### src/rtl/link_arbiter_if.sv
// rtl/link_arbiter_if.sv - requester and transceiver handshake bundle for link_arbiter
// master is the arbiter side; slave is the requesters plus transmitter/receiver side.
interface link_arbiter_if #(
  parameter int LENW = 6
);
  logic [1:0]        req_valid;
  logic [15:0]       req_cmd;
  logic [2*LENW-1:0] req_len;
  logic [1:0]        grant;
  logic [1:0]        done;
  logic              done_timeout;
  logic [7:0]        rx_data;
  logic              rx_valid;
  logic [LENW-1:0]   rx_index;
  logic              send_en;
  logic [7:0]        send_cmd;
  logic              send_done;
  logic              rec_reset;
  logic              rec_en;
  logic              out_valid;
  logic [7:0]        rec_data;
  logic              timeout;

  modport master (
    input  req_valid, req_cmd, req_len, send_done, out_valid, rec_data, timeout,
    output grant, done, done_timeout, rx_data, rx_valid, rx_index,
           send_en, send_cmd, rec_reset, rec_en
  );

  modport slave (
    output req_valid, req_cmd, req_len, send_done, out_valid, rec_data, timeout,
    input  grant, done, done_timeout, rx_data, rx_valid, rx_index,
           send_en, send_cmd, rec_reset, rec_en
  );
endinterface

### src/rtl/link_arbiter.sv
// rtl/link_arbiter.sv - two-client round-robin owner of the serial send/receive transceiver pair
// One transaction at a time: arbitrate, send command, collect response or timeout, report, guard gap.
module link_arbiter #(
  parameter int LENW       = 6,
  parameter int GAP_CYCLES = 64,
  parameter int CNTW       = 8
) (
  input  logic           clk_i,
  input  logic           rst_ni,
  link_arbiter_if.master bus
);

  typedef enum logic [2:0] {
    S_IDLE, S_ARB, S_SEND, S_WAIT_SEND, S_REC_RST, S_REC, S_DONE, S_GAP
  } state_t;

  state_t          state_q, state_d;
  logic            rr_q, rr_d;
  logic [1:0]      grant_q, grant_d;
  logic [7:0]      cmd_q, cmd_d;
  logic [LENW-1:0] len_q, len_d;
  logic [LENW-1:0] cnt_q, cnt_d;
  logic [CNTW-1:0] gap_q, gap_d;
  logic            to_q, to_d;
  logic            send_done_q;
  logic            rx_valid_q;
  logic [7:0]      rx_data_q;
  logic [LENW-1:0] rx_index_q;

  logic win;
  logic send_rise;
  logic byte_take;
  logic last_byte;

  assign send_rise = bus.send_done & ~send_done_q;
  assign byte_take = (state_q == S_REC) & bus.out_valid;
  // A byte arriving with Timeout still counts, so completion wins over timeout.
  assign last_byte = byte_take & ((cnt_q + 1'b1) == len_q);

  always_comb begin
    case (bus.req_valid)
      2'b10:   win = 1'b1;
      2'b11:   win = rr_q;
      default: win = 1'b0;
    endcase
  end

  always_comb begin
    state_d = state_q;
    rr_d    = rr_q;
    grant_d = grant_q;
    cmd_d   = cmd_q;
    len_d   = len_q;
    cnt_d   = cnt_q;
    gap_d   = gap_q;
    to_d    = to_q;
    case (state_q)
      S_IDLE: begin
        if (|bus.req_valid) state_d = S_ARB;
      end
      S_ARB: begin
        grant_d = win ? 2'b10 : 2'b01;
        cmd_d   = win ? bus.req_cmd[15:8] : bus.req_cmd[7:0];
        len_d   = win ? bus.req_len[2*LENW-1:LENW] : bus.req_len[LENW-1:0];
        if (&bus.req_valid) rr_d = ~win;
        state_d = S_SEND;
      end
      S_SEND: begin
        state_d = S_WAIT_SEND;
      end
      S_WAIT_SEND: begin
        if (send_rise) begin
          to_d    = 1'b0;
          state_d = (len_q == '0) ? S_DONE : S_REC_RST;
        end
      end
      S_REC_RST: begin
        cnt_d   = '0;
        state_d = S_REC;
      end
      S_REC: begin
        if (byte_take) cnt_d = cnt_q + 1'b1;
        if (last_byte) begin
          to_d    = 1'b0;
          state_d = S_DONE;
        end else if (bus.timeout) begin
          to_d    = 1'b1;
          state_d = S_DONE;
        end
      end
      S_DONE: begin
        grant_d = 2'b00;
        gap_d   = '0;
        state_d = S_GAP;
      end
      S_GAP: begin
        if (gap_q == CNTW'(GAP_CYCLES - 1)) state_d = S_IDLE;
        else                                gap_d   = gap_q + 1'b1;
      end
      default: state_d = S_IDLE;
    endcase
  end

  always_ff @(posedge clk_i or negedge rst_ni) begin
    if (!rst_ni) begin
      state_q     <= S_IDLE;
      rr_q        <= 1'b0;
      grant_q     <= 2'b00;
      cmd_q       <= '0;
      len_q       <= '0;
      cnt_q       <= '0;
      gap_q       <= '0;
      to_q        <= 1'b0;
      send_done_q <= 1'b0;
      rx_valid_q  <= 1'b0;
      rx_data_q   <= '0;
      rx_index_q  <= '0;
    end else begin
      state_q     <= state_d;
      rr_q        <= rr_d;
      grant_q     <= grant_d;
      cmd_q       <= cmd_d;
      len_q       <= len_d;
      cnt_q       <= cnt_d;
      gap_q       <= gap_d;
      to_q        <= to_d;
      send_done_q <= bus.send_done;
      rx_valid_q  <= byte_take;
      if (byte_take) begin
        rx_data_q  <= bus.rec_data;
        rx_index_q <= cnt_q;
      end
    end
  end

  assign bus.grant        = grant_q;
  assign bus.done         = (state_q == S_DONE) ? grant_q : 2'b00;
  assign bus.done_timeout = (state_q == S_DONE) & to_q;
  assign bus.rx_data      = rx_data_q;
  assign bus.rx_valid     = rx_valid_q;
  assign bus.rx_index     = rx_index_q;
  assign bus.send_en      = (state_q == S_SEND);
  assign bus.send_cmd     = cmd_q;
  assign bus.rec_reset    = (state_q == S_REC_RST);
  assign bus.rec_en       = (state_q == S_REC);

endmodule

### src/flat_wrapper.sv
// flat-port wrapper written by rule: the top's interface ports become plain ports
module link_arbiter_flat 
#(
  parameter int LENW       = 6,
  parameter int GAP_CYCLES = 64,
  parameter int CNTW       = 8
)
  (clk_i, rst_ni, bus_req_valid, bus_req_cmd, bus_req_len, bus_send_done, bus_out_valid, bus_rec_data, bus_timeout, bus_grant, bus_done, bus_done_timeout, bus_rx_data, bus_rx_valid, bus_rx_index, bus_send_en, bus_send_cmd, bus_rec_reset, bus_rec_en);
  link_arbiter_if #(.LENW(LENW)) bus_i ();
  input  logic clk_i;
  input  logic rst_ni;
  input wire logic [$bits(bus_i.req_valid)-1:0] bus_req_valid;
  input wire logic [$bits(bus_i.req_cmd)-1:0] bus_req_cmd;
  input wire logic [$bits(bus_i.req_len)-1:0] bus_req_len;
  input wire logic [$bits(bus_i.send_done)-1:0] bus_send_done;
  input wire logic [$bits(bus_i.out_valid)-1:0] bus_out_valid;
  input wire logic [$bits(bus_i.rec_data)-1:0] bus_rec_data;
  input wire logic [$bits(bus_i.timeout)-1:0] bus_timeout;
  output wire logic [$bits(bus_i.grant)-1:0] bus_grant;
  output wire logic [$bits(bus_i.done)-1:0] bus_done;
  output wire logic [$bits(bus_i.done_timeout)-1:0] bus_done_timeout;
  output wire logic [$bits(bus_i.rx_data)-1:0] bus_rx_data;
  output wire logic [$bits(bus_i.rx_valid)-1:0] bus_rx_valid;
  output wire logic [$bits(bus_i.rx_index)-1:0] bus_rx_index;
  output wire logic [$bits(bus_i.send_en)-1:0] bus_send_en;
  output wire logic [$bits(bus_i.send_cmd)-1:0] bus_send_cmd;
  output wire logic [$bits(bus_i.rec_reset)-1:0] bus_rec_reset;
  output wire logic [$bits(bus_i.rec_en)-1:0] bus_rec_en;
  assign bus_i.req_valid = bus_req_valid;
  assign bus_i.req_cmd = bus_req_cmd;
  assign bus_i.req_len = bus_req_len;
  assign bus_i.send_done = bus_send_done;
  assign bus_i.out_valid = bus_out_valid;
  assign bus_i.rec_data = bus_rec_data;
  assign bus_i.timeout = bus_timeout;
  assign bus_grant = bus_i.grant;
  assign bus_done = bus_i.done;
  assign bus_done_timeout = bus_i.done_timeout;
  assign bus_rx_data = bus_i.rx_data;
  assign bus_rx_valid = bus_i.rx_valid;
  assign bus_rx_index = bus_i.rx_index;
  assign bus_send_en = bus_i.send_en;
  assign bus_send_cmd = bus_i.send_cmd;
  assign bus_rec_reset = bus_i.rec_reset;
  assign bus_rec_en = bus_i.rec_en;
  link_arbiter #(.LENW(LENW), .GAP_CYCLES(GAP_CYCLES), .CNTW(CNTW)) u_core (.clk_i(clk_i), .rst_ni(rst_ni), .bus(bus_i));
endmodule
### config.mk
export PLATFORM = sky130hd
export DESIGN_NAME = link_arbiter_flat
export DESIGN_NICKNAME = d
export VERILOG_FILES = /design/src/rtl/link_arbiter_if.sv /design/src/rtl/link_arbiter.sv /design/src/flat_wrapper.sv
export SDC_FILE = /design/constraint.sdc
export NUM_CORES = 1
export LEC_CHECK = 0
export ABC_AREA = 1
export CAP_MARGIN = 20
export CORE_ASPECT_RATIO = 1.2
export CORE_MARGIN = 10
export CORE_UTILIZATION = 25
export DETAILED_ROUTE_END_ITERATION = 7
export HOLD_SLACK_MARGIN = 0.06
export PLACE_DENSITY_LB_ADDON = 0.2
export REMOVE_ABC_BUFFERS = 1
export SETUP_SLACK_MARGIN = 0.3
export SYNTH_ARGS = -nofsm -noshare
export SYNTH_HDL_FRONTEND = slang
export SYNTH_SLANG_ARGS = --single-unit
export TNS_END_PERCENT = 20
### constraint.sdc
create_clock -name clk_i -period 2.12 [get_ports clk_i]
set_input_delay 0.636 -clock clk_i [delete_from_list [all_inputs] [get_ports clk_i]]
set_output_delay 0.636 -clock clk_i [all_outputs]
set_load 0.01 [all_outputs]
==> results of run 1 <==
## synthesized netlist by cell type (all sizes together)
cell | n | share of area [%]
dfrtp | 51 | 50
nor4 | 1 | 0.25
nor2 | 22 | 3.7
o221ai | 6 | 2.1
a21oi | 9 | 1.8
buf | 7 | 1.4
nand3 | 30 | 6.5
xor2 | 1 | 0.35
nor3 | 5 | 1.2
o21ai | 18 | 3.6
o211ai | 8 | 2.4
o21a | 3 | 0.89
or2 | 1 | 0.25
clkinvlp | 1 | 0.20
nand2 | 85 | 13
o21bai | 1 | 0.30
ha | 2 | 0.99
inv | 51 | 7.5
o22ai | 4 | 0.99
nand4 | 8 | 2.0
clkbuf | 3 | 0.44
clkinv | 1 | 0.15
## power groups by stage
stage	Combinational (W)	Sequential, W	Clock [W]
6_report	0.00229	0.00162	0.000946
5_1_grt	0.00258	0.00168	0.00101
4_1_cts	0.00225	0.00162	0.000979
3_5_place_dp	0.00221	0.00163	0
3_3_place_gp	0.00221	0.00162	0
2_1_floorplan	0.000993	0.00172	0
## metal layers
metal | up-vias | GRT usage (%) | part of all wire, %
li1 | 1218 | - | -
met3 | 10 | 2.66 | 4.4
met4 | 0 | 4.11 | 1.7
met1 | 1085 | 11.5 | 45
met5 | - | 0 | 0
met2 | 50 | 16.7 | 49
## worst max-delay path, cell delays in order, from the launching register on
cell	delay, ns
sky130_fd_sc_hd__dfrtp_1	0.39
sky130_fd_sc_hd__buf_4	0.17
sky130_fd_sc_hd__nor2_4	0.12
sky130_fd_sc_hd__inv_1	0.06
sky130_fd_sc_hd__nor2_1	0.08
sky130_fd_sc_hd__buf_2	0.14
## what timing repair did
action,4_1_cts,5_1_grt
hold buffers,0,0
gates resized for setup,33,14
setup endpoints to repair,30,38
hold endpoints to repair,0,0
pin swaps,2,9
buffers inserted,0,5
## stage by stage
stage	TNS (ns)	cell area, um2	utilization [%]
final	0	3790	38.1
after global routing	0	3790	38.1
after CTS	0	3710	37.2
after detailed placement	-0.0281	3530	35.5
after global placement	0	3530	35.5
after floorplan	0	2490	-
## sequential cells by signal (all words and copies together), names as in the netlist
name	flops
u_core.bus.grant	2
u_core.bus.rx_data	8
u_core.bus.rx_index	6
u_core.bus.rx_valid	1
u_core.bus.send_cmd	8
u_core.cnt_q	6
u_core.gap_q	8
u_core.len_q	6
u_core.rr_q	1
u_core.send_done_q	1
u_core.state_q	3
u_core.to_q	1
## worst paths after layout
path	slack, ns	to	depth (start not counted)
max in group asynchronous	1.55	u_core.len_q[5]$_DFFE_PN0P_	2
max reg2reg	0.36	u_core.state_q[0]$_DFFE_PN0P_	12
min	0.31	u_core.bus.rx_index[1]$_DFFE_PN0P_	2
max	0.24	bus_rec_reset	5
min in group clk_i	0.47	u_core.bus.rx_data[3]$_DFFE_PN0P_	2
min reg2reg	0.47	u_core.bus.rx_data[3]$_DFFE_PN0P_	2
## cell families (layout without fill, tap and decap cells)
kind of cell / Yosys count / in the layout / share of synthesized area (%)
AND/OR/NAND/NOR: 152 / 152 / 26.7
AO/OA/AOI/OAI: 49 / 49 / 11.9
buffers and inverters: 63 / 157 / 9.72
flip-flops: 51 / 51 / 50.3
adder cells (fa/ha/maj): 2 / 2 / 0.987
XOR/XNOR: 1 / 1 / 0.345
## area by class of cell
class                           count  area, um2  area share (%)
Tap cell                          126        158            4.15
Clock inverter                      2       35.0           0.923
Timing Repair Buffer               96        910            24.0
Sequential cell                    51       1280            33.7
Clock buffer                        6        139            3.66
Inverter                           53        205            5.41
Multi-Input combinational cell    204       1070            28.2
==> impl_summary.txt, run 1 <==
----------------------------------------------------
[Place]
  Global placement routability congestion ... between 0.7 and 0.8
  Port Buf Inserts ... 73
  Number of cells after detailed placement ... about 530
  Worst slack after detailed placement ... -0.0161 ns
  Half-perimeter wire length of the detailed placement result ... around 5500 um

[Global routing]
  Global-route usage over all layers ... between 9 and 10%
  Pin count of the biggest net entering global routing ... 52
  Number of global-route vias before repair ... around 2,500
  Total gr overflow ... 0
  Antenna violations before repair ... 0
  Global-route wire length before repair ... ~12,000 um

[Run status]
  Result of the run ... finished, final reports clean

[Timing]
  Worst rel slew slack ... 70.4%
  WHS ... 0.313 ns
  Post-route clock period utilization ... roughly nine tenths
  Number of hold violations in the final report ... 0
  Slack of the critical path ... ~0.24 ns
  Post-layout min period ... roughly 1.9 ns
  Top achievable clock speed ... ~0.53 GHz
  Transition time of the tightest slew-check pin ... 0.441 ns
  Max Clock Skew ... between 0.007 and 0.008 ns
  Final setup fails ... 0
  Setup repair after global routing missed its margin ... true
  Number of max-slew violations in the final report ... 0

[Clock tree]
  Clock Latency Late Sink ... 0.29 ns
  Num Clock Sinks ... 51
  Max clock buf depth ... 2
  TritonCTS clock tree ... done
  Cts bufs inserted ... 5
  # H-tree levels ... 2
  Clock root buffer ... sky130_fd_sc_hd__clkbuf_16
  Clock Pin Slew Worst Setup and Hold Paths ... ~0.070 ns

[Power]
  Overall power of the completed layout ... about 0.0049 W
  Power share of the clock group ... about a fifth
  Sw Share ... between 30% and 40%
  Total net switching power ... approximately 0.0018 W
  Largest vdd supply drop ... around 0.42 mV
  Leakage ... between 1.5 and 2 nW
  Sequential Power Share ... 33.4%
  Power per cell area ... ~1300 nW/um2
  Combinational cell fraction of total power ... between 40 and 50%
  Internal Dissipation ... around 0.003 W

[Setup path]
  Worst EP required ... roughly 1.5 ns
  Largest fanout of any net on the critical path ... 5
  Start point of the critical path ... u_core.state_q[1]$_DFFE_PN0P_
  FF-to-FF Start ... u_core.cnt_q[1]$_DFFE_PN0P_
  Critical Path End Type ... primary output
  Critical Path Source Type ... register
  Critical path type ... register to primary output
  Arr. time, crit path ... between 1 and 1.5 ns

[Finish]
  NumNets Final ... about 460
  Filler instances ... 1,022
  Most frequent cells in the layout ... 82 x sky130_fd_sc_hd__nand2_1, 65 x sky130_fd_sc_hd__clkdlybuf4s50_1, 50 x sky130_fd_sc_hd__dfrtp_1
  Final non-filler cell total ... 538
  Ant. Diodes ... 0
  Area grow syn2layout ... 49.6%
  Most common cell after layout, fill and taps aside ... sky130_fd_sc_hd__nand2_1
  Fraction of layout cells with a size suffix above 1 ... between 10% and 20%

[Hold path]
  Worst Hold Class ... input port to asynchronous set/reset pin

[Run]
  Max-Cap Viols ... 0

[Synthesis]
  Post-synthesis register bit count ... between 50 and 60
  Seq/Total Area, Yosys ... 50.3%
  Post-Synthesis Cell Area ... roughly 2500 um2
  Count of different cell masters after synthesis ... 29
  Post-synthesis average cell area ... approximately 8 um2
  Count of warnings emitted by yosys ... 0
  Cell count after synthesis ... around 320

[Die]
  I/O pin count ... 74
  Std-Cell Core Area ... roughly 10000 um2
  Die Footprint ... ~15,000 um2
  Horizontal die dimension ... between 100 and 150 um
  FP Rows ... 40
  Initial standard-cell utilization of the core ... between 20% and 30%
  Die boundary height ... between 100 and 150 um

[Route]
  Via total after detailed routing ... between 2,000 and 2,500
  Detailed router's first-iteration violation count ... 60
  First-pass iteration count of the detailed router ... 4
  Post-detailed-route wirelength per cell ... 13.3 um
  Antenna-violating nets left ... 0
  Detailed-route wire length ... 7160 um
  Per-cell via count in the routed design ... 4.39
  DRC errors left ... 0

----------------------------------------------------
Note: power is estimated with default switching activity, not from simulation.
==> run 2: changes to the inputs <==
- CTS_CLUSTER_DIAMETER: unset -> 40
- PLACE_DENSITY: unset -> 0.6
- PLACE_DENSITY_LB_ADDON: 0.2 -> unset
==> impl_summary.txt, run 2 (synthesis results as in run 1) <==
----------------------------------------------------
[Run status]
  Result of the run ... finished, final reports clean

[Setup path]
  Buffers & Inverters on Critical Path ... 2 (-1)
  Worst EP required ... 1.48 ns (about the same)
  Ordered list of cells on the worst path ... nor2_1, inv_1, nor2_1, clkdlybuf4s15_2
  Cell with the largest stage delay on the worst path ... sky130_fd_sc_hd__dfrtp_2
  Largest fanout of any net on the critical path ... 4 (-1)
  Reg-to-reg setup timing slack ... 0.36 ns (about the same)
  Critical Path Source Type ... register
  Critical Path End Type ... primary output
  Worst path top cell family by delay ... flip-flops
  Largest stage delay, worst path ... 0.43 ns (+0.04 ns)
  Critical path type ... register to primary output
  Dominant cell type by count on the critical path ... sky130_fd_sc_hd__nor2_1
  Arr. time, crit path ... 1.31 ns (+0.07 ns)

[Finish]
  Most common cell after layout, fill and taps aside ... sky130_fd_sc_hd__nand2_1
  Most frequent cells in the layout ... 82 x sky130_fd_sc_hd__nand2_1, 65 x sky130_fd_sc_hd__clkdlybuf4s50_1, 49 x sky130_fd_sc_hd__dfrtp_1
  Fraction of layout cells with a size suffix above 1 ... 16.8% (+1.1 points)
  Register cell area after layout ... 1280 um2 (about the same)
  Filler instances ... 1,010 (-1.2%)
  Ant. Diodes ... 0 (unchanged)
  Multi-input logic area ... 1070 um2 (-0.23%)
  Area grow syn2layout ... 50.0%
  NumNets Final ... 460 (+0.88%)
  Post-route core utilization ... 38.2% (+0.10 points)

[Clock tree]
  Max clock buf depth ... 2 (unchanged)
  Clock root buffer ... sky130_fd_sc_hd__clkbuf_16
  Post-cts hold buffer count ... 0 (unchanged)
  Num Clock Sinks ... 51 (unchanged)
  Clock Latency Late Sink ... 0.29 ns (about the same)
  TritonCTS clock tree ... done
  # H-tree levels ... 2 (unchanged)
  Cts bufs inserted ... 5 (unchanged)
  Clock Pin Slew Worst Setup and Hold Paths ... 0.07 ns (about the same)

[Power]
  Sequential Power Share ... 33.9% (+0.5 points)
  Power share of the clock group ... 16.4% (-3.1 points)
  Internal Dissipation ... 0.00297 W (-3.0%)
  Power per cell area ... 1260 nW/um2 (-1.7%)
  Total net switching power ... 0.00182 W (+1.2%)
  Combinational cell fraction of total power ... 49.7% (+2.5 points)
  Leakage ... 1.76 nW (about the same)
  Sw Share ... 38.0% (+1.0 points)
  Largest vdd supply drop ... 0.406 mV (-2.6%)

[Die]
  Horizontal die dimension ... 112 um (unchanged)
  I/O pin count ... 74 (unchanged)
  Die Footprint ... 14,600 um2 (unchanged)
  Initial standard-cell utilization of the core ... 25.5% (unchanged)
  Die boundary height ... 130 um (unchanged)
  Std-Cell Core Area ... 9960 um2 (unchanged)
  FP Rows ... 40 (unchanged)

[Timing]
  Number of max-slew violations in the final report ... 0 (unchanged)
  Transition time of the tightest slew-check pin ... 0.535 ns (+0.0946 ns)
  Setup repair after global routing missed its margin ... true
  Number of hold violations in the final report ... 0 (unchanged)
  Top achievable clock speed ... 0.513 GHz (-3.7%)
  WHS ... 0.327 ns (+0.0141 ns)
  Worst rel slew slack ... 64.1% (-6.4 points)
  Final setup fails ... 0 (unchanged)
  Max Clock Skew ... 0.00299 ns (-0.00490 ns)
  Setup TNS Final ... 0 ns (unchanged)
  Post-layout min period ... 1.95 ns (+0.0730 ns)
  Post-route clock period utilization ... 92.0% (+3.4 points)

[Global routing]
  Pin count of the biggest net entering global routing ... 52 (unchanged)
  Global-route wire length before repair ... 12,400 um (+4.0%)
  Antenna violations before repair ... 0 (unchanged)
  Total gr overflow ... 0 (unchanged)
  Global-route usage over all layers ... 10.1% (+0.25 points)
  Number of global-route vias before repair ... 2,589 (+5.2%)

[Route]
  Via total after detailed routing ... 2,418 (+2.3%)
  Detailed router's first-iteration violation count ... 121 (+100%)
  Post-detailed-route wirelength per cell ... 13.5 um (+1.5%)
  Detailed-route wire length ... 7320 um (+2.3%)
  First-pass iteration count of the detailed router ... 4 (unchanged)
  Antenna-violating nets left ... 0 (unchanged)
  Per-cell via count in the routed design ... 4.46 (+1.6%)
  DRC errors left ... 0 (unchanged)

[Place]
  Port Buf Inserts ... 73 (unchanged)
  Global placement routability congestion ... 0.874 (+12%)
  Half-perimeter wire length of the detailed placement result ... 5560 um (+1.5%)

[Run]
  Max-Cap Viols ... 0 (unchanged)

[Hold path]
  Worst Hold Class ... input port to asynchronous set/reset pin

----------------------------------------------------
-- run 2: changes by cell type in the layout (fill, tap and decap cells not counted), moves of 2 or more --
| cell | change |
|---|---|
| sky130_fd_sc_hd__clkdlybuf4s15_2 | +2 |
| sky130_fd_sc_hd__buf_6 | +2 |
| sky130_fd_sc_hd__inv_2 | +2 |
| sky130_fd_sc_hd__clkbuf_1 | +2 |
| sky130_fd_sc_hd__buf_2 | -2 |
| sky130_fd_sc_hd__buf_4 | +2 |
-- run 2: per-layer routing --
metal	share of wire (%)	wire length, um	vias up	GRT usage (%)
met1	44	3250	1119	12.2
met5	0	0	-	0
met3	6.0	441	9	3.08
met4	1.4	104	0	3.06
li1	-	-	1221	-
met2	48	3520	69	16.9
-- run 2: worst paths after layout --
path                                                   start                                 to  depth (start not counted)
min                                                   rst_ni  u_core.bus.rx_data[1]$_DFFE_PN0P_                          2
min reg2reg                u_core.bus.rx_data[1]$_DFFE_PN0P_  u_core.bus.rx_data[1]$_DFFE_PN0P_                          2
max in group asynchronous                             rst_ni      u_core.state_q[0]$_DFFE_PN0P_                          2
max                            u_core.state_q[0]$_DFFE_PN0P_                      bus_rec_reset                          4
min in group clk_i         u_core.bus.rx_data[1]$_DFFE_PN0P_  u_core.bus.rx_data[1]$_DFFE_PN0P_                          2
max reg2reg                      u_core.cnt_q[0]$_DFFE_PN0P_      u_core.state_q[1]$_DFFE_PN0P_                         12
-- run 2: power groups by stage --
stage          clock network [W]  registers [W]  logic (W)
6_report                0.000787        0.00162    0.00238
5_1_grt                 0.000853        0.00169    0.00267
4_1_cts                 0.000818        0.00163    0.00228
3_5_place_dp                   0        0.00165    0.00218
3_3_place_gp                   0        0.00163    0.00216
2_1_floorplan                  0        0.00172   0.000993
-- run 2: through the flow --
stage / cell area (um2) / cells / setup slack, ns / power (W)
floorplan: 2490 / 308 / 0.123 / 0.00272
global placement: 3530 / 524 / 0.0220 / 0.00379
detailed placement: 3530 / 524 / -0.0275 / 0.00383
CTS: 3710 / 536 / 0.153 / 0.00473
global route: 3800 / 542 / 0.0955 / 0.00521
finish: 3800 / 542 / 0.169 / 0.00479
-- run 2: layout make-up --
cell class	count	area share, %
multi-input combinational	204	28.1
inverter	53	5.33
timing repair buffer	100	25.2
clock buffer	7	3.49
clock inverter	1	0.132
tap	126	4.14
sequential	51	33.6
-- run 2: timing repair --
action | in CTS | in global routing
gates resized for setup | 31 | 17
endpoints found under the setup margin | 33 | 44
pin swaps | 2 | 4
setup buffers | 4 | 6
==> run 3: changes to the inputs <==
- GPL_ROUTABILITY_DRIVEN: unset -> 0
==> results of run 3 <==
The final DEF is identical to that of run 2; final timing and power are the same.
